`config.mk`:
```
export PLATFORM = sky130hd
export DESIGN_NAME = attack_resolver
export DESIGN_NICKNAME = d
export VERILOG_FILES = /design/src/rtl/pbs_pkg.sv /design/src/rtl/pbs_lfsr8.sv /design/src/rtl/attack_resolver.sv
export SDC_FILE = /design/constraint.sdc
export NUM_CORES = 1
export LEC_CHECK = 0
export ABC_AREA = 1
export CORE_MARGIN = 2
export CORE_UTILIZATION = 55
export DETAILED_ROUTE_END_ITERATION = 10
export PLACE_DENSITY = 0.81
export SETUP_SLACK_MARGIN = 0.1
export SYNTH_ARGS = -nofsm -noshare
export SYNTH_HDL_FRONTEND = slang
export SYNTH_SLANG_ARGS = --single-unit
```
`constraint.sdc`:
```
create_clock -name clk -period 4.9 [get_ports clk]
set_clock_uncertainty 0.15 [all_clocks]
set_input_delay 0.98 -clock clk [delete_from_list [all_inputs] [get_ports clk]]
set_output_delay 0.98 -clock clk [all_outputs]
set_load 0.01 [all_outputs]
```
`src/rtl/pbs_pkg.sv`:
```
// Shared types and constants for the attack resolver: FSM states, default
// sizing, LFSR seed and the feedback tap mask.
package pbs_pkg;

    typedef enum logic [2:0] {
        ST_IDLE,
        ST_ROLL,
        ST_APPLY,
        ST_REPORT,
        ST_OVER
    } state_t;

    localparam int         DEF_HP_W      = 8;
    localparam int         DEF_MAX_HP    = 40;
    localparam logic [7:0] DEF_LFSR_SEED = 8'hA5;

    // x^8 + x^6 + x^5 + x^4 + 1 -> feedback from bits 7, 5, 4, 3
    localparam logic [7:0] LFSR_TAPS = 8'hB8;

    function automatic logic [7:0] lfsr_next(input logic [7:0] v);
        return {v[6:0], ^(v & LFSR_TAPS)};
    endfunction

endpackage

```
`src/rtl/pbs_lfsr8.sv`:
```
// Free-running 8-bit Fibonacci LFSR; shifts on every clock, reloads SEED on reset.
module pbs_lfsr8
    import pbs_pkg::*;
#(
    parameter logic [7:0] SEED = DEF_LFSR_SEED
) (
    input  logic       clk,
    input  logic       rst_n,
    output logic [7:0] o_lfsr
);

    logic [7:0] r_lfsr;

    always_ff @(posedge clk or negedge rst_n) begin
        if (!rst_n) begin
            r_lfsr <= SEED;
        end else begin
            r_lfsr <= lfsr_next(r_lfsr);
        end
    end

    assign o_lfsr = r_lfsr;

endmodule

```
`src/rtl/attack_resolver.sv`:
```
// Turn-based attack resolution: roll hit against an LFSR, saturate-subtract HP,
// strobe the result, alternate turns. Optional critical hits via PBS_CRIT_EN.
module attack_resolver
    import pbs_pkg::*;
#(
    parameter int         HP_W      = DEF_HP_W,
    parameter int         MAX_HP    = DEF_MAX_HP,
    parameter logic [7:0] LFSR_SEED = DEF_LFSR_SEED
) (
    input  logic            clk,
    input  logic            rst_n,
    input  logic            new_game,
    input  logic            atk_valid,
    output logic            atk_ready,
    input  logic [3:0]      dmg,
    input  logic [3:0]      accu,
    output logic            turn,
    output logic [HP_W-1:0] p1_hp,
    output logic [HP_W-1:0] p2_hp,
    output logic            res_valid,
    output logic            res_hit,
    output logic            res_crit,
    output logic [4:0]      res_dmg,
    output logic            game_over,
    output logic            winner
);

    localparam logic [HP_W-1:0] HP_INIT = HP_W'(MAX_HP);

    function automatic logic [HP_W-1:0] sat_sub(input logic [HP_W-1:0] a,
                                                input logic [4:0]      b);
        logic [HP_W:0] diff;
        diff = {1'b0, a} - {{(HP_W-4){1'b0}}, b};
        return diff[HP_W] ? '0 : diff[HP_W-1:0];
    endfunction

    state_t          r_state;
    logic [HP_W-1:0] r_p1_hp;
    logic [HP_W-1:0] r_p2_hp;
    logic            r_turn;
    logic            r_res_valid;
    logic            r_res_hit;
    logic [4:0]      r_res_dmg;
    logic            r_game_over;
    logic            r_winner;

    logic [3:0]      r_dmg_p0;
    logic [3:0]      r_accu_p0;
    logic            r_hit_p1;
    logic [4:0]      r_req_p1;

    logic [7:0]      w_lfsr;
    logic            w_hit;
    logic            w_crit;
    logic [4:0]      w_req;
    logic [HP_W-1:0] w_def_hp;

    pbs_lfsr8 #(
        .SEED (LFSR_SEED)
    ) u_lfsr (
        .clk    (clk),
        .rst_n  (rst_n),
        .o_lfsr (w_lfsr)
    );

    always_comb begin
        w_hit = (w_lfsr[3:0] <= r_accu_p0);
`ifdef PBS_CRIT_EN
        w_crit = w_hit && (w_lfsr[7:4] == 4'hF);
`else
        w_crit = 1'b0;
`endif
        if (!w_hit) begin
            w_req = 5'd0;
        end else if (w_crit) begin
            w_req = {r_dmg_p0, 1'b0};
        end else begin
            w_req = {1'b0, r_dmg_p0};
        end
    end

`ifndef PBS_CRIT_EN
    logic [3:0] w_unused_lfsr_hi;
    assign w_unused_lfsr_hi = w_lfsr[7:4];
`endif

    // Defender is the player not holding the turn; read after APPLY updated it.
    assign w_def_hp = r_turn ? r_p1_hp : r_p2_hp;

    always_ff @(posedge clk or negedge rst_n) begin
        if (!rst_n) begin
            r_state     <= ST_IDLE;
            r_p1_hp     <= HP_INIT;
            r_p2_hp     <= HP_INIT;
            r_turn      <= 1'b0;
            r_res_valid <= 1'b0;
            r_res_hit   <= 1'b0;
            r_res_dmg   <= 5'd0;
            r_game_over <= 1'b0;
            r_winner    <= 1'b0;
        end else if (new_game) begin
            r_state     <= ST_IDLE;
            r_p1_hp     <= HP_INIT;
            r_p2_hp     <= HP_INIT;
            r_turn      <= 1'b0;
            r_res_valid <= 1'b0;
            r_game_over <= 1'b0;
            r_winner    <= 1'b0;
        end else begin
            r_res_valid <= 1'b0;
            case (r_state)
                ST_IDLE: begin
                    if (atk_valid) begin
                        r_state <= ST_ROLL;
                    end
                end
                ST_ROLL: begin
                    r_state <= ST_APPLY;
                end
                ST_APPLY: begin
                    if (r_turn) begin
                        r_p1_hp <= sat_sub(r_p1_hp, r_req_p1);
                    end else begin
                        r_p2_hp <= sat_sub(r_p2_hp, r_req_p1);
                    end
                    r_res_valid <= 1'b1;
                    r_res_hit   <= r_hit_p1;
                    r_res_dmg   <= r_req_p1;
                    r_state     <= ST_REPORT;
                end
                ST_REPORT: begin
                    r_turn <= ~r_turn;
                    if (w_def_hp == '0) begin
                        r_game_over <= 1'b1;
                        r_winner    <= r_turn;
                        r_state     <= ST_OVER;
                    end else begin
                        r_state <= ST_IDLE;
                    end
                end
                ST_OVER: begin
                    r_state <= ST_OVER;
                end
                default: begin
                    r_state <= ST_IDLE;
                end
            endcase
        end
    end

    // Stage p0: move captured on acceptance. Stage p1: roll result.
    always_ff @(posedge clk) begin
        if (r_state == ST_IDLE && atk_valid) begin
            r_dmg_p0  <= dmg;
            r_accu_p0 <= accu;
        end
        if (r_state == ST_ROLL) begin
            r_hit_p1 <= w_hit;
            r_req_p1 <= w_req;
        end
    end

`ifdef PBS_CRIT_EN
    logic r_crit_p1;
    logic r_res_crit;

    always_ff @(posedge clk or negedge rst_n) begin
        if (!rst_n) begin
            r_crit_p1  <= 1'b0;
            r_res_crit <= 1'b0;
        end else if (!new_game) begin
            if (r_state == ST_ROLL) begin
                r_crit_p1 <= w_crit;
            end
            if (r_state == ST_APPLY) begin
                r_res_crit <= r_crit_p1;
            end
        end
    end

    assign res_crit = r_res_crit;
`else
    assign res_crit = 1'b0;
`endif

    assign atk_ready = (r_state == ST_IDLE);
    assign turn      = r_turn;
    assign p1_hp     = r_p1_hp;
    assign p2_hp     = r_p2_hp;
    assign res_valid = r_res_valid;
    assign res_hit   = r_res_hit;
    assign res_dmg   = r_res_dmg;
    assign game_over = r_game_over;
    assign winner    = r_winner;

endmodule

```
==> flow_summary.json <==
{
  "outcome": "finished, final reports clean",
  "dr.pass1.iters": 4,
  "rsz0062_at_grt": "false",
  "synth_flop_cell": "dfrtp_1",
  "wl_met3_um": 246,
  "drive_gt1_share_pct": 9.65,
  "diodes": 0,
  "tns_ns": 0,
  "cts_tree": "done",
  "setup_viol": 0,
  "hpwl_um": 3570,
  "fp.dieH_um": 72.7,
  "fp-row-count": 24,
  "yosysWarnings": 0,
  "core_area_mm2": 0.00444,
  "max_freq_mhz": 364,
  "worstSetupStartpointType": "register",
  "final_nets": 369,
  "wl_per_cell_um": 11.9,
  "clock_latency_ns": 0.31,
  "cts-resized-gates": 0,
  "grt_max_degree": 37,
  "drtIter0Drc": 127,
  "syn2layout_area_growth_pct": 19.8,
  "hold_violations": 0,
  "leakage_nw": 1.52,
  "final_core_util_pct": 69.9,
  "drt-met1-wl_um": 2200,
  "cts_buffers": 5,
  "synth.distinct_cells": 33,
  "async_flop_share_pct": 73.5,
  "grt_usage_pct": 20.3,
  "stdcell_area_mm2": 0.00311,
  "gp_congestion": 0.887,
  "critical_path_class": "register to output pin",
  "hold_depth": 0,
  "netlist_instances": 298,
  "ys_ff_latch": 49,
  "peakVddDrop_uv": 223,
  "die_x_um": 72.7,
  "power_density_mw_per_mm2": 308,
  "path_cells": "nor2_4, inv_1, nor2_1, clkdlybuf4s50_1",
  "met2RoutedLength_um": 2150,
  "synth_area_per_cell_um2": 8.70,
  "pin_count": 40,
  "port_buffers": 37,
  "viasPerCell": 5.03,
  "crit_path_max_fanout": 4,
  "synth_edf_count": 13,
  "antenna_found_initial": 0,
  "crit_slowest_cell": "clkdlybuf4s50_1",
  "placed_area_mm2": 0.00302,
  "slowest_delay_ns": 0.54,
  "cts_root_buf": "clkbuf_8",
  "cts_setup_buffers": 0,
  "holdBufCountCts": 0,
  "hold_path.class": "register to register",
  "worstPathArrival_ns": 1.62,
  "cap_violations": 0,
  "htreeDepth": 2,
  "path_clk_slew_ns": 0.09,
  "grt_overflow": 0,
  "ys_seq_area_share_pct": 50.2,
  "critPathRequiredTime_ns": 3.77,
  "timing.final.crit_share_pct": 56.0,
  "grt_pass1_wl_um": 8150,
  "clockBufferDepth": 2,
  "antenna_left": 0,
  "drt_wl_total_um": 4690,
  "critPathCaptureType": "output pin",
  "netlist_area_mm2": 0.00259,
  "dr.max_layer_used": "met4",
  "slew_viol_final": 0,
  "dieArea_mm2": 0.00528,
  "clock-sinks": 49,
  "initial_core_util_pct": 58.3,
  "grt_pass1_vias": 1821,
  "period_needed_ns": 2.75,
  "drc": 0,
  "ff2ff_path_depth": 9,
  "vias": 1982
}
[routing by layer]
metal	global-route usage, %	vias up
met3	4.97	9
met1	28.0	898
met5	0	-
li1	-	1024
met2	30.7	51
met4	8.85	0
[layout make-up]
cell class | count | area (µm²)
tap | 52 | 65.1
multi-input combinational | 198 | 1090
timing repair buffer | 38 | 378
inverter | 49 | 186
sequential | 49 | 1300
clock inverter | 2 | 13.8
clock buffer | 6 | 72.6
fill | 360 | 1340
[cell usage in the layout, fill, tap and decap left out, drive strengths merged]
| cell type | Yosys | final |
|---|---|---|
| a21boi | 4 | 4 |
| a21oi | 11 | 11 |
| and3 | 1 | 1 |
| buf | 3 | 1 |
| clkbuf | 0 | 6 |
| clkdlybuf4s50 | 0 | 37 |
| clkinv | 1 | 2 |
| conb | 1 | 2 |
| dfrtp | 28 | 28 |
| dfstp | 8 | 8 |
| edfxtp | 13 | 13 |
| fa | 2 | 2 |
| ha | 14 | 14 |
| inv | 48 | 49 |
| nand2 | 89 | 89 |
| nand3 | 23 | 23 |
| nand4 | 3 | 3 |
| nor2 | 27 | 27 |
| nor3 | 5 | 5 |
| o21a | 1 | 1 |
| o21ai | 8 | 8 |
| o22ai | 2 | 2 |
| xnor2 | 2 | 2 |
| xor2 | 4 | 4 |
[final timing paths]
kind / startpoint / end / slack, ns
setup / recovery: r_state[0]$_DFFE_PN0P_ / atk_ready / 2.15
hold / removal: u_lfsr.o_lfsr[6]$_DFF_PN0_ / u_lfsr.o_lfsr[7]$_DFF_PN1_ / 0.20
setup reg to reg: r_req_p1[0]$_SDFFCE_PN0P_ / p2_hp[6]$_DFFE_PN0P_ / 2.73
hold reg to reg: u_lfsr.o_lfsr[6]$_DFF_PN0_ / u_lfsr.o_lfsr[7]$_DFF_PN1_ / 0.20
max in group asynchronous: rst_n / u_lfsr.o_lfsr[2]$_DFF_PN1_ / 3.32
min in group asynchronous: rst_n / p1_hp[0]$_DFFE_PN0P_ / 0.92
[worst max-delay path, delay by kind of cell, from the launching register on]
| kind | cells | cell delay, ns |
|---|---|---|
| buffers and inverters | 2 | 0.61 |
| flip-flops | 1 | 0.42 |
| AND/OR/NAND/NOR | 2 | 0.27 |
[where the power goes]
| part | total [mW] | leakage, nW | internal, mW | switching (mW) |
|---|---|---|---|---|
| Clock | 0.243 | 0.0456 | 0.102 | 0.141 |
| Sequential | 0.487 | 0.582 | 0.457 | 0.0297 |
| Combinational | 0.227 | 0.897 | 0.105 | 0.121 |
| Total | 0.956 | 1.52 | 0.664 | 0.291 |
[cell usage after synthesis, types with 4 or more instances]
cell type | count | area share, %
a21oi_1 | 9 | 1.7
nand3_1 | 20 | 3.9
edfxtp_1 | 13 | 15
nand2_1 | 87 | 13
nor3_1 | 5 | 0.97
inv_1 | 45 | 6.5
nor2_1 | 22 | 3.2
dfrtp_1 | 28 | 27
dfstp_2 | 8 | 8.1
o21ai_0 | 6 | 1.2
xor2_1 | 4 | 1.4
ha_1 | 14 | 6.8
a21boi_0 | 4 | 1.2
[state kept, by name (all words and copies together), names as in the netlist, 3 cells and up]
register,count
p2_hp,8
r_state,3
r_dmg_p0,4
res_dmg,4
r_req_p1,4
p1_hp,8
u_lfsr.o_lfsr,8
r_accu_p0,4
[through the flow]
step / total power [mW] / setup slack (ns) / hold slack [ns] / std cells
after floorplan: 0.622 / 2.93 / 0.183 / 299
after global placement: 0.716 / 2.39 / 0.186 / 386
after detailed placement: 0.722 / 2.35 / 0.187 / 386
after CTS: 0.963 / 2.14 / 0.208 / 394
after global routing: 1.01 / 2.07 / 0.227 / 394
final: 0.956 / 2.15 / 0.205 / 394
[kinds of logic after synthesis]
family | synth area share (%)
other cells | 0.145
simple gates | 25.0
buf+inv | 7.96
fa+ha+maj | 8.30
flops | 50.2
compound gates | 6.32
xor+xnor | 2.03
Note: power is estimated with default switching activity, not from simulation.
